**config.mk**
```make
export PLATFORM = sky130hd
export DESIGN_NAME = cs_y_collector
export DESIGN_NICKNAME = d
export VERILOG_FILES = /design/src/rtl/cs_y_collector.sv
export SDC_FILE = /design/constraint.sdc
export NUM_CORES = 1
export LEC_CHECK = 0
export BUFFER_PORTS_ARGS = -buffer_cell sky130_fd_sc_hd__buf_2
export CAP_MARGIN = 5
export CORE_MARGIN = 2
export CORE_UTILIZATION = 40
export DETAILED_ROUTE_END_ITERATION = 10
export SLEW_MARGIN = 20
export SYNTH_ARGS = -nofsm -noshare
export SYNTH_HDL_FRONTEND = slang
export SYNTH_SLANG_ARGS = --single-unit
```
**constraint.sdc**
```tcl
create_clock -name clk_i -period 6 [get_ports clk_i]
set_input_delay 1.2 -clock clk_i [delete_from_list [all_inputs] [get_ports clk_i]]
set_output_delay 1.2 -clock clk_i [all_outputs]
set_load 0.005 [all_outputs]
```
**src/rtl/cs_y_collector.sv**
```systemverilog
// cs_y_collector: downstream collector for the CS core Y stream.
// Throws away the first WARMUP enabled samples after reset or flush,
// while the CS window is still filling. After that, every enabled sample
// is pushed into a DEPTH-entry FIFO. The FIFO is read out through a
// valid/ready handshake. Samples that arrive while the FIFO is full are
// dropped, and each drop is recorded in a sticky overflow flag and a
// saturating counter.
//
// Ports:
//   clk_i        system clock, posedge
//   rst_ni       asynchronous active-low reset
//   en_i         sample enable, one Y per enabled cycle
//   flush_i      synchronous FIFO clear plus warm-up restart; wins over push/pop
//   y_i          Y sample from CS
//   out_data_o   FIFO head, 0 while empty
//   out_valid_o  FIFO non-empty
//   out_ready_i  downstream accept
//   level_o      FIFO occupancy, 0..DEPTH
//   overflow_o   sticky, set on the first dropped sample
//   drop_cnt_o   dropped sample count, saturates at 255
//   capturing_o  high once warm-up is complete
module cs_y_collector #(
    parameter int unsigned WARMUP = 9,
    parameter int unsigned DEPTH  = 8,
    parameter int unsigned AW     = 3,
    parameter int unsigned DW     = 10
) (
    input  logic          clk_i,
    input  logic          rst_ni,
    input  logic          en_i,
    input  logic          flush_i,
    input  logic [DW-1:0] y_i,
    output logic [DW-1:0] out_data_o,
    output logic          out_valid_o,
    input  logic          out_ready_i,
    output logic [AW:0]   level_o,
    output logic          overflow_o,
    output logic [7:0]    drop_cnt_o,
    output logic          capturing_o
);

    localparam int unsigned WCW = $clog2(WARMUP + 1);

    localparam logic [AW:0]    LvlFull  = (AW + 1)'(DEPTH);
    localparam logic [AW:0]    LvlOne   = (AW + 1)'(1);
    localparam logic [AW-1:0]  PtrOne   = AW'(1);
    localparam logic [WCW-1:0] WarmOne  = WCW'(1);
    localparam logic [WCW-1:0] WarmLast = WCW'(WARMUP - 1);

    typedef enum logic [0:0] {StWarm, StRun} state_e;

    state_e          state_q, state_d;
    logic [WCW-1:0]  warm_q, warm_d;
    logic [AW-1:0]   wr_ptr_q, wr_ptr_d;
    logic [AW-1:0]   rd_ptr_q, rd_ptr_d;
    logic [AW:0]     level_q, level_d;
    logic            overflow_q, overflow_d;
    logic [7:0]      drop_q, drop_d;
    logic [DW-1:0]   mem_q [DEPTH];

    logic pop, push_req, full, push, drop;

    always_comb begin
        pop      = (level_q != '0) && out_ready_i;
        push_req = (state_q == StRun) && en_i;
        full     = (level_q == LvlFull);
        // A full FIFO still accepts a push when a pop frees the head slot
        // in the same cycle.
        push     = push_req && (!full || pop);
        drop     = push_req && full && !pop;
    end

    always_comb begin
        state_d    = state_q;
        warm_d     = warm_q;
        wr_ptr_d   = wr_ptr_q;
        rd_ptr_d   = rd_ptr_q;
        level_d    = level_q;
        overflow_d = overflow_q;
        drop_d     = drop_q;

        if (flush_i) begin
            // Overflow history is kept; only reset clears it.
            state_d  = StWarm;
            warm_d   = '0;
            wr_ptr_d = '0;
            rd_ptr_d = '0;
            level_d  = '0;
        end else begin
            unique case (state_q)
                StWarm: begin
                    if (en_i) begin
                        if (warm_q == WarmLast) begin
                            state_d = StRun;
                            warm_d  = '0;
                        end else begin
                            warm_d = warm_q + WarmOne;
                        end
                    end
                end
                StRun: begin
                end
            endcase

            if (pop)  rd_ptr_d = rd_ptr_q + PtrOne;
            if (push) wr_ptr_d = wr_ptr_q + PtrOne;

            if (push && !pop)      level_d = level_q + LvlOne;
            else if (pop && !push) level_d = level_q - LvlOne;

            if (drop) begin
                overflow_d = 1'b1;
                if (drop_q != 8'hFF) drop_d = drop_q + 8'd1;
            end
        end
    end

    always_ff @(posedge clk_i or negedge rst_ni) begin
        if (!rst_ni) begin
            state_q    <= StWarm;
            warm_q     <= '0;
            wr_ptr_q   <= '0;
            rd_ptr_q   <= '0;
            level_q    <= '0;
            overflow_q <= 1'b0;
            drop_q     <= '0;
        end else begin
            state_q    <= state_d;
            warm_q     <= warm_d;
            wr_ptr_q   <= wr_ptr_d;
            rd_ptr_q   <= rd_ptr_d;
            level_q    <= level_d;
            overflow_q <= overflow_d;
            drop_q     <= drop_d;
        end
    end

    // The storage array has no reset. out_data_o is masked while the FIFO is empty.
    always_ff @(posedge clk_i) begin
        if (push && !flush_i) mem_q[wr_ptr_q] <= y_i;
    end

    always_comb begin
        out_valid_o = (level_q != '0);
        out_data_o  = out_valid_o ? mem_q[rd_ptr_q] : '0;
        level_o     = level_q;
        overflow_o  = overflow_q;
        drop_cnt_o  = drop_q;
        capturing_o = (state_q == StRun);
    end

endmodule

```
## Yosys cells after proc, flatten, opt, wreduce, memory -nomap -nowiden

Memories as Yosys holds them, arrays and structs flattened.
Index checks and enable logic that the tools add are counted.

| word-level totals | value |
|---|---|
| logic and storage cells | 58 |
| output and inout port bits | 25 |
| memories kept | 1 |
| flip-flop bits (word level) | 24 |
| bits in writable memories | 80 |

| operators by class | value |
|---|---|
| multiplexer cells | 18 |
| reduce and logical (&&, ||, !) cells | 21 |
| add/subtract/negate cells | 6 |
| equal/unequal tests | 4 |
| bitwise logic cells | 1 |

Memory list:

| memory | depth | width | rd ports | clocked after memory_dff | write ports | RTL line | text |
|---|---|---|---|---|---|---|---|
| mem_q | 8 | 10 | 1 | 0 | 1 | 59 | `logic [DW-1:0] mem_q [DEPTH];` |

Operator list:

| cell | count |
|---|---|
| $mux 4 | 7 |
| $mux 3 | 4 |
| $mux 10 | 1 |
| $add 4x1->4 const B | 2 |
| $add 8x1->8 const B | 1 |
| $eq 4x4->1 const B | 2 |
| $logic_and 1x1->1 | 8 |
| $ne 8x8->1 const B | 1 |
| $add 3x1->3 const B | 2 |
| $mux 1 | 6 |
| $reduce_bool 2->1 | 3 |
| $logic_not 1->1 | 4 |
| $reduce_and 2->1 | 2 |
| $reduce_bool 4->1 | 1 |
| $sub 4x1->4 const B | 1 |
| $reduce_and 3->1 | 1 |
| $reduce_bool 3->1 | 1 |
| $ne 2x2->1 const B | 1 |
| $logic_or 1x1->1 | 1 |
| $not 1->1 | 1 |

## Longest topological paths before layout

Gate-level depths: netlist of the first run.

| logic depth | value |
|---|---|
| depth in word-level cells | 9 |
| mapped depth | 8 |

## Worst setup path after synthesis of the first run

No wires, ideal clock.

| timing | value |
|---|---|
| kind | input port to flip-flop |
| from | input port out_ready_i |
| to | register level_q[3], in the netlist level_o[3] |
| library setup time | 0.088 ns |
| arrival | 2.969 ns |
| stages | 8 |
| required time | 5.912 ns |
| slack | 2.942 ns |
| path buffers | 1 |
| path through | buf_4 > o31a_1 > a211o_1 > ha_1 > a21oi_1 > nand2_1 > or4_1 > a41oi_1 |

| on the way | value |
|---|---|
| cells in the longest elaborated chain, start to end | 6 |
| elaborated cells between the ends (all ways) | 10 |

RTL lines:

| element | RTL line | text |
|---|---|---|
| start, declared | 35 | `input logic out_ready_i,` |
| $logic_and 1x1->1 (*) | 64 | `pop = (level_q != '0) && out_ready_i;` |
| $logic_or 1x1->1 | 69 | `push = push_req && (!full \|\| pop);` |
| $logic_and 1x1->1 | 69 |  |
| $logic_and 1x1->1 or $logic_not 1->1 (tied branches) | 108, 109 |  |
| $mux 4 or $logic_and 1x1->1 (tied branches) | 108, 109 |  |
| $mux 4 or $reduce_bool 3->1 (tied branches) | - |  |
| end signal, assigned | 132 | `level_q <= level_d;` |
| end, declared | 56 | `logic [AW:0] level_q, level_d;` |

Mark *: on every way between the ends. The rest lies on a longest branch, timed or not.
A chain may end at the register's enable or synchronous reset.

## Final worst setup path of the first run

| timing | value |
|---|---|
| from | register rd_ptr_q[0] |
| to | output port out_data_o[8] |

| on the way | value |
|---|---|
| cells in the longest elaborated chain, start to end | 2 |

RTL lines:

| element | RTL line | text |
|---|---|---|
| start, declared | 55 | `logic [AW-1:0] rd_ptr_q, rd_ptr_d;` |
| start signal, assigned | 131 | `rd_ptr_q <= rd_ptr_d;` |
| $mem_v2 8x10 | - |  |
| $mux 10 | 145 | `out_data_o = out_valid_o ? mem_q[rd_ptr_q] : '0;` |
| end, declared | 33 | `output logic [DW-1:0] out_data_o,` |

No other way between the ends.

==> results.yml, run 1 <==
run:
  max_cap_viols: 0
cells_and_area:
  finalNetCount: 343
  area_delta_synth_final_pct: 13.08
  post-route-util: 0.4630
  drive_above_1_share: 0.2840
  cell_area_after_layout_sq_um: 5019
  num_antenna_cells: 0
global_route:
  grt.overflow.total: 0
  grt.total_usage: 0.1469
  first_global_vias: 2460
  antenna_found_initial: 0
  wire_length_of_the_first_global_routing_pass_mm: 12.75
  largest_net_degree_at_the_start_of_global_routing: 25
floorplan:
  floorplan.io_pins: 40
  die-width_microns: 109.3
  core_area_sq_um: 10840
  floorplan.initialDensity: 0.4094
  die_h_microns: 109.3
  floorplan.rows: 38
  die-area_sq_um: 11950
min_path:
  min_path_cells: 1
  min_from: "overflow_o$_DFFE_PN0P_"
  end_point_of_the_worst_hold_path: "overflow_o$_DFFE_PN0P_"
  hp-class: "flop to flop"
critical_path:
  worstReg2RegStart: "level_o[1]$_DFFE_PN0P_"
  cp.required_ps: 4800
  crit_fanout: 14
  crit_type: "flop to output pin"
  r2r.worst_path.cells: 7
  cp_num_buf_inv: 2
  worst_ep_arrival_time_ps: 2350
  reg2reg_slack_ps: 3460
  reg2reg_to: "level_o[3]$_DFFE_PN0P_"
  crit_family: "multiplexers"
  slowest_delay_ps: 680
  end_kind: "output pin"
  cpMaxStageDelayCell: "sky130_fd_sc_hd__dfrtp_1"
  critPathLaunchType: "flop"
  crit_chain: "buf_4 > mux4_2 > mux2i_1 > nor2_1 > buf_2"
logic_synthesis:
  synth_edf_count: 80
  synth_top_cell_by_area: "sky130_fd_sc_hd__edfxtp_1"
  synth.avg_cell_area_sq_um: 16.44
  netlist_instances: 270
  post_synthesis_cell_type_count: 42
  yosysWarnings: 0
  yosysSeqAreaShare: 0.6766
  top_area_cell_type_share_of_the_netlist_area: 0.5413
  syn-cell-area_sq_um: 4438
  ys_async_sr_fraction: 0.2308
  synthTopCellsByArea: "sky130_fd_sc_hd__edfxtp_1 (54%), sky130_fd_sc_hd__dfrtp_1 (14%), sky130_fd_sc_hd__mux4_2 (10%)"
  syn-num-nets: 293
  synth_ff_type: "sky130_fd_sc_hd__edfxtp_1"
  ys_ff_latch: 104
clocking:
  cts-buffers-inserted: 9
  ctsResizeCount: 0
  ctsHtreeMaxLevel: 3
  numClockSinks: 104
  clkTransAtPathRegs_ps: 90
  holdBufCountCts: 0
  worstSkewPairLatency_ps: 360
  post_cts_buffers: 0
  clk_root_buffer_cell: "sky130_fd_sc_hd__clkbuf_8"
  cts-root-to-sink-buffers: 2
  tritoncts_clock_tree: "built"
placement:
  buffer_ports.inserted: 39
  globalplace.congestion: 0.7284
  place.detailed.hpwl_mm: 5.174
  placed_cell_area_sq_um: 4835
timing:
  post-route-period-util: 0.5912
  max_slew.worst_pin.slew_ps: 1012
  hold_viol: 0
  timing.clock.skew_ps: 4.039
  worst_slew_margin_relative_to_its_limit: 0.3228
  fmaxAchievable_mhz: 281.9
  finalWorstPathRequiredPeriod_ps: 3547
  rsz0062_at_grt: "no"
  final-max-slew-violation-count: 0
  setup_viol: 0
  fin_tns_setup_ps: 0
drt:
  viasPerCell: 5.168
  drt.antenna.violating_nets: 0
  route.vias.total: 2398
  routed_wirelength_mm: 8.135
  route.detailed.wl_per_inst_microns: 17.53
  detail_route.first_pass.iterations: 4
  route.detailed.drc: 0
  initialDrtViolationCount: 161
pwr:
  vdd.ir_drop.worst_v: 0.0001122
  total_leakage_power_nw: 1.832
  power_density_nw_per_um2: 344.3
run_status:
  result_of_the_run: "completed"
per-stage QoR:
step / worst slack [ps] / hold WS [ps] / std cells / power, mW
after floorplan: 2942 / 459.0 / 270 / 1.180
after global placement: 2807 / 451.1 / 449 / 1.340
after detailed placement: 2788 / 450.0 / 449 / 1.345
after CTS: 2374 / 479.4 / 464 / 1.758
after global routing: 2298 / 508.5 / 464 / 1.835
final: 2453 / 474.3 / 464 / 1.728
logic make-up (layout without fill, tap and decap cells):
kind of cell,count (synthesis),in the layout,share of synthesized area
AOI/OAI and AO/OA,18,18,0.03214
xor gates and xnor gates,12,12,0.02368
adders and majority gates,8,8,0.02425
buffers and inverters,17,71,0.01607
DFF,104,104,0.6766
muxes,37,37,0.1435
and+or+nand+nor,74,74,0.08374
sequential cells by signal, summed over array words and instances (netlist names):
name	cells
warm_q	4
capturing_o	1
level_o	4
drop_cnt_o	8
wr_ptr_q	3
overflow_o	1
rd_ptr_q	3
mem_q	80
cell usage in the layout, fill, tap and decap left out, types with 7 or more instances in the layout:
cell / Yosys / final
sky130_fd_sc_hd__nor2_1: 32 / 32
sky130_fd_sc_hd__mux2i_1: 13 / 13
sky130_fd_sc_hd__a21oi_1: 7 / 7
sky130_fd_sc_hd__buf_4: 1 / 9
sky130_fd_sc_hd__nand2_1: 9 / 9
sky130_fd_sc_hd__nand3_1: 7 / 7
sky130_fd_sc_hd__clkbuf_8: 0 / 9
sky130_fd_sc_hd__xnor2_1: 7 / 7
sky130_fd_sc_hd__mux4_2: 20 / 20
sky130_fd_sc_hd__edfxtp_1: 80 / 80
sky130_fd_sc_hd__ha_1: 7 / 7
sky130_fd_sc_hd__buf_2: 3 / 39
sky130_fd_sc_hd__dfrtp_1: 24 / 24
synth_stat cells (all sizes together) (2+ instances only):
cell,count
xor2,5
ha,7
mux4,20
mux2,4
nor2b,2
clkbuf,4
and3b,2
xnor2,7
nand2b,4
nand3,7
inv,8
nor3,5
buf,5
o21ai,2
dfrtp,24
nand2,10
nand4,5
a21oi,7
nor2,32
mux2i,13
edfxtp,80
a211o,2
nand3b,2
how the worst max path moves through the flow:
stage,start,endpoint,slack (ps),depth (start not counted)
floorplan,out_ready_i,level_o[3]$_DFFE_PN0P_,2940,8
CTS,rd_ptr_q[0]$_DFFE_PN0P_,out_data_o[8],2370,5
detailed placement,out_ready_i,level_o[3]$_DFFE_PN0P_,2790,8
global placement,rd_ptr_q[0]$_DFFE_PN0P_,out_data_o[8],2810,5
finish,rd_ptr_q[0]$_DFFE_PN0P_,out_data_o[8],2450,5
global route,rd_ptr_q[0]$_DFFE_PN0P_,out_data_o[8],2300,5
final cells by class:
class	count	area, sq um
clock buffers	9	123.9
fillers	964	5822
multi-input cells	149	1364
flip-flops and latches	104	3003
clock inverters	6	60.06
repair buffers	48	262.8
well taps	140	175.2
inverters	8	30.03
power breakdown:
part,switching [mW],internal [mW],total (mW),leakage [nW]
Sequential,0.0557,0.792,0.847,1.05
Combinational,0.224,0.242,0.466,0.688
Clock,0.225,0.189,0.414,0.0929
routing by layer:
| metal | track usage | part of all wire | vias to the layer above |
|---|---|---|---|
| li1 | - | - | 1126 |
| met2 | 0.2390 | 0.50 | 42 |
| met5 | 0 | 0 | - |
| met4 | 0.06239 | 0.014 | 0 |
| met1 | 0.1948 | 0.45 | 1221 |
| met3 | 0.02667 | 0.037 | 9 |
Power figures use the tool's default switching activity.
==> run 2: changes to the inputs <==
Settings changed: ABC_AREA set to 1.
Clock period 6 ns to 3.35 ns, I/O delays scaled along.
==> run 2 against run 1 <==
Total power is 100% higher. Clock-buffer cell count is 1 higher. Register-to-register slack worse by 2400 ps. Global-route usage is 2.1 points higher. Synthesized area is 2.7% higher. Sequential power is 74% higher. Final cell count is 29% higher. Via count is 30% higher. Core utilization is 1.3 points higher. Routed wire length is 23% higher. Largest power group unchanged.
==> results.yml, run 2 <==
cells_and_area:
  layout.cells.most_common_list: "sky130_fd_sc_hd__edfxtp_1 (80), sky130_fd_sc_hd__nor2_1 (78), sky130_fd_sc_hd__o21ai_0 (62)"
  drive_above_1_share: 0.1721
  multi_input_comb_area_sq_um: 1383
  stdcell_count: 599
  post-route-util: 0.4757
  largest_register_ff_count: 80
  finalNetCount: 478
  area_delta_synth_final_pct: 14.63
  num_antenna_cells: 0
  seqCellArea_sq_um: 3003
  largest_register: "mem_q"
  cell_area_after_layout_sq_um: 5225
  fillCellCount: 1002
  layout_commonest_cell: "sky130_fd_sc_hd__edfxtp_1"
pwr:
  power.sequential.fraction: 0.418
  power.share.clock: 0.278
  total_leakage_power_nw: 2.095
  vdd.ir_drop.worst_v: 0.0002665
  power.switching_mw: 1.199
  switching_share: 0.3412
  design_power_total_mw: 3.514
  p_comb_frac: 0.304
  power_density_nw_per_um2: 672.4
  cell_internal_pwr_mw: 2.315
clocking:
  ctsHtreeMaxLevel: 3
  clkTransAtPathRegs_ps: 70
  clk_root_buffer_cell: "sky130_fd_sc_hd__clkbuf_16"
  numClockSinks: 104
  post_cts_buffers: 0
  cts-buffers-inserted: 9
  cts-root-to-sink-buffers: 2
  holdBufCountCts: 0
  worstSkewPairLatency_ps: 350
  ctsResizeCount: 0
  tritoncts_clock_tree: "built"
floorplan:
  floorplan.io_pins: 40
  core_area_sq_um: 10980
  die_h_microns: 110.8
  die-width_microns: 110.8
  floorplan.initialDensity: 0.4150
  floorplan.rows: 38
  die-area_sq_um: 12270
global_route:
  gr-max-usage-layer: "met2"
  grt.total_usage: 0.1676
  wire_length_of_the_first_global_routing_pass_mm: 16.13
  global_route.usage.met2: 0.2667
  largest_net_degree_at_the_start_of_global_routing: 43
  met3_routing_resource_usage_after_global_routing: 0.03280
  antenna_found_initial: 0
  groute.layer.met1.usage: 0.2355
  first_global_vias: 3061
  grt.overflow.total: 0
placement:
  placed_cell_area_sq_um: 4955
  placedCellCount: 584
  buffer_ports.inserted: 39
  dp_worst_slack_ps: 665.6
  place.detailed.hpwl_mm: 6.526
  globalplace.congestion: 0.8205
logic_synthesis:
  netlist_instances: 408
  syn-num-nets: 431
  synth_ff_type: "sky130_fd_sc_hd__edfxtp_1"
  synth_edf_count: 80
  yosysSeqAreaShare: 0.6588
  top_area_cell_type_share_of_the_netlist_area: 0.5270
  ys_async_sr_fraction: 0.2308
  yosysWarnings: 0
  synthTopCellsByArea: "sky130_fd_sc_hd__edfxtp_1 (53%), sky130_fd_sc_hd__dfrtp_1 (13%), sky130_fd_sc_hd__o21ai_0 (6.8%)"
  yosysMostFrequentCell: "sky130_fd_sc_hd__edfxtp_1"
  synth_top_cell_by_area: "sky130_fd_sc_hd__edfxtp_1"
  post_synthesis_cell_type_count: 31
  ys_ff_latch: 104
  synth.avg_cell_area_sq_um: 11.17
  syn-cell-area_sq_um: 4558
  post_synth_most_frequent_cells: "sky130_fd_sc_hd__edfxtp_1 (80), sky130_fd_sc_hd__nor2_1 (78), sky130_fd_sc_hd__o21ai_0 (62), sky130_fd_sc_hd__nand2_1 (35), sky130_fd_sc_hd__inv_1 (28)"
critical_path:
  r2r.worst_path.cells: 10
  worstReg2RegStart: "level_o[3]$_DFFE_PN0P_"
  slowest_delay_ps: 420
  worst_ep_arrival_time_ps: 2140
  cp.required_ps: 2680
  crit_type: "flop to output pin"
  reg2reg_slack_ps: 1060
  crit_chain: "inv_1 > buf_4 > nor2_1 > o21ai_0 > o21ai_0 > nor2_1 > buf_2"
  critPathLaunchType: "flop"
  end_kind: "output pin"
  reg2reg_to: "level_o[3]$_DFFE_PN0P_"
  cpMaxStageDelayCell: "sky130_fd_sc_hd__inv_1"
  crit_fanout: 12
drt:
  route.vias.total: 3119
  viasPerCell: 5.207
  route.detailed.wl_per_inst_microns: 16.68
  initialDrtViolationCount: 187
  drt.antenna.violating_nets: 0
  route.detailed.drc: 0
  detail_route.first_pass.iterations: 4
  routed_wirelength_mm: 9.991
timing:
  worst_slew_margin_relative_to_its_limit: 0.3385
  finalWorstPathRequiredPeriod_ps: 2807
  setup_viol: 0
  timing.clock.skew_ps: 7.944
  final.hold.worst_slack_ps: 306.4
  rsz0062_at_grt: "no"
  max_slew.worst_pin.slew_ps: 988.5
  layout_setup_ws_ps: 542.9
  fmaxAchievable_mhz: 356.2
  fin_tns_setup_ps: 0
  hold_viol: 0
  post-route-period-util: 0.8379
  final-max-slew-violation-count: 0
run_status:
  result_of_the_run: "completed"
run:
  max_cap_viols: 0
min_path:
  hp-class: "input port to asynchronous set/reset pin"
-- run 2: critical path, delay by kind of cell, from the launching register on --
family                 cells  cell delay (ps)
and+or+nand+nor            2              270
buffers and inverters      3              850
DFF                        1              370
AOI/OAI and AO/OA          2              300
-- run 2: cells by family after synthesis --
group,after synthesis,synth area share
AO/OA/AOI/OAI,85,0.09910
XOR/XNOR,8,0.01537
multiplexers,10,0.02196
flip-flops,104,0.6588
buffers and inverters,44,0.03788
adder cells (fa/ha/maj),8,0.02361
AND/OR/NAND/NOR,149,0.1433
-- run 2: power groups by stage --
stage | clock network [mW] | registers (mW) | logic (mW)
3_5_place_dp | 0 | 1.49 | 1.07
5_1_grt | 1.05 | 1.47 | 1.20
2_1_floorplan | 0 | 1.50 | 0.686
4_1_cts | 0.995 | 1.47 | 1.08
3_3_place_gp | 0 | 1.49 | 1.06
6_report | 0.977 | 1.47 | 1.07
-- run 2: worst max path at each step --
| stage | depth (start not counted) | end | from | slack [ps] |
|---|---|---|---|---|
| floorplan | 8 | mem_q[1][0]$_DFFE_PP_ | en_i | 1240 |
| global placement | 9 | mem_q[5][2]$_DFFE_PP_ | en_i | 750 |
| detailed placement | 9 | mem_q[5][4]$_DFFE_PP_ | en_i | 670 |
| CTS | 7 | out_data_o[9] | rd_ptr_q[0]$_DFFE_PN0P_ | 580 |
| global route | 7 | out_data_o[9] | rd_ptr_q[0]$_DFFE_PN0P_ | 480 |
| finish | 7 | out_data_o[9] | rd_ptr_q[0]$_DFFE_PN0P_ | 540 |
-- run 2: final cells by class --
cell class | count | area share
clock buffers | 10 | 0.04382
clock inverters | 5 | 0.007902
flip-flops and latches | 104 | 0.5747
repair buffers | 51 | 0.05460
multi-input cells | 260 | 0.2646
inverters | 29 | 0.02083
well taps | 140 | 0.03352
-- run 2: metal layers --
layer  share of wire  wire length, microns  vias to the layer above
li1                -                     -                     1525
met1            0.49                  4868                     1529
met2            0.47                  4694                       52
met3           0.030                   296                       13
met4           0.013                   131                        0
met5               0                     0                        -
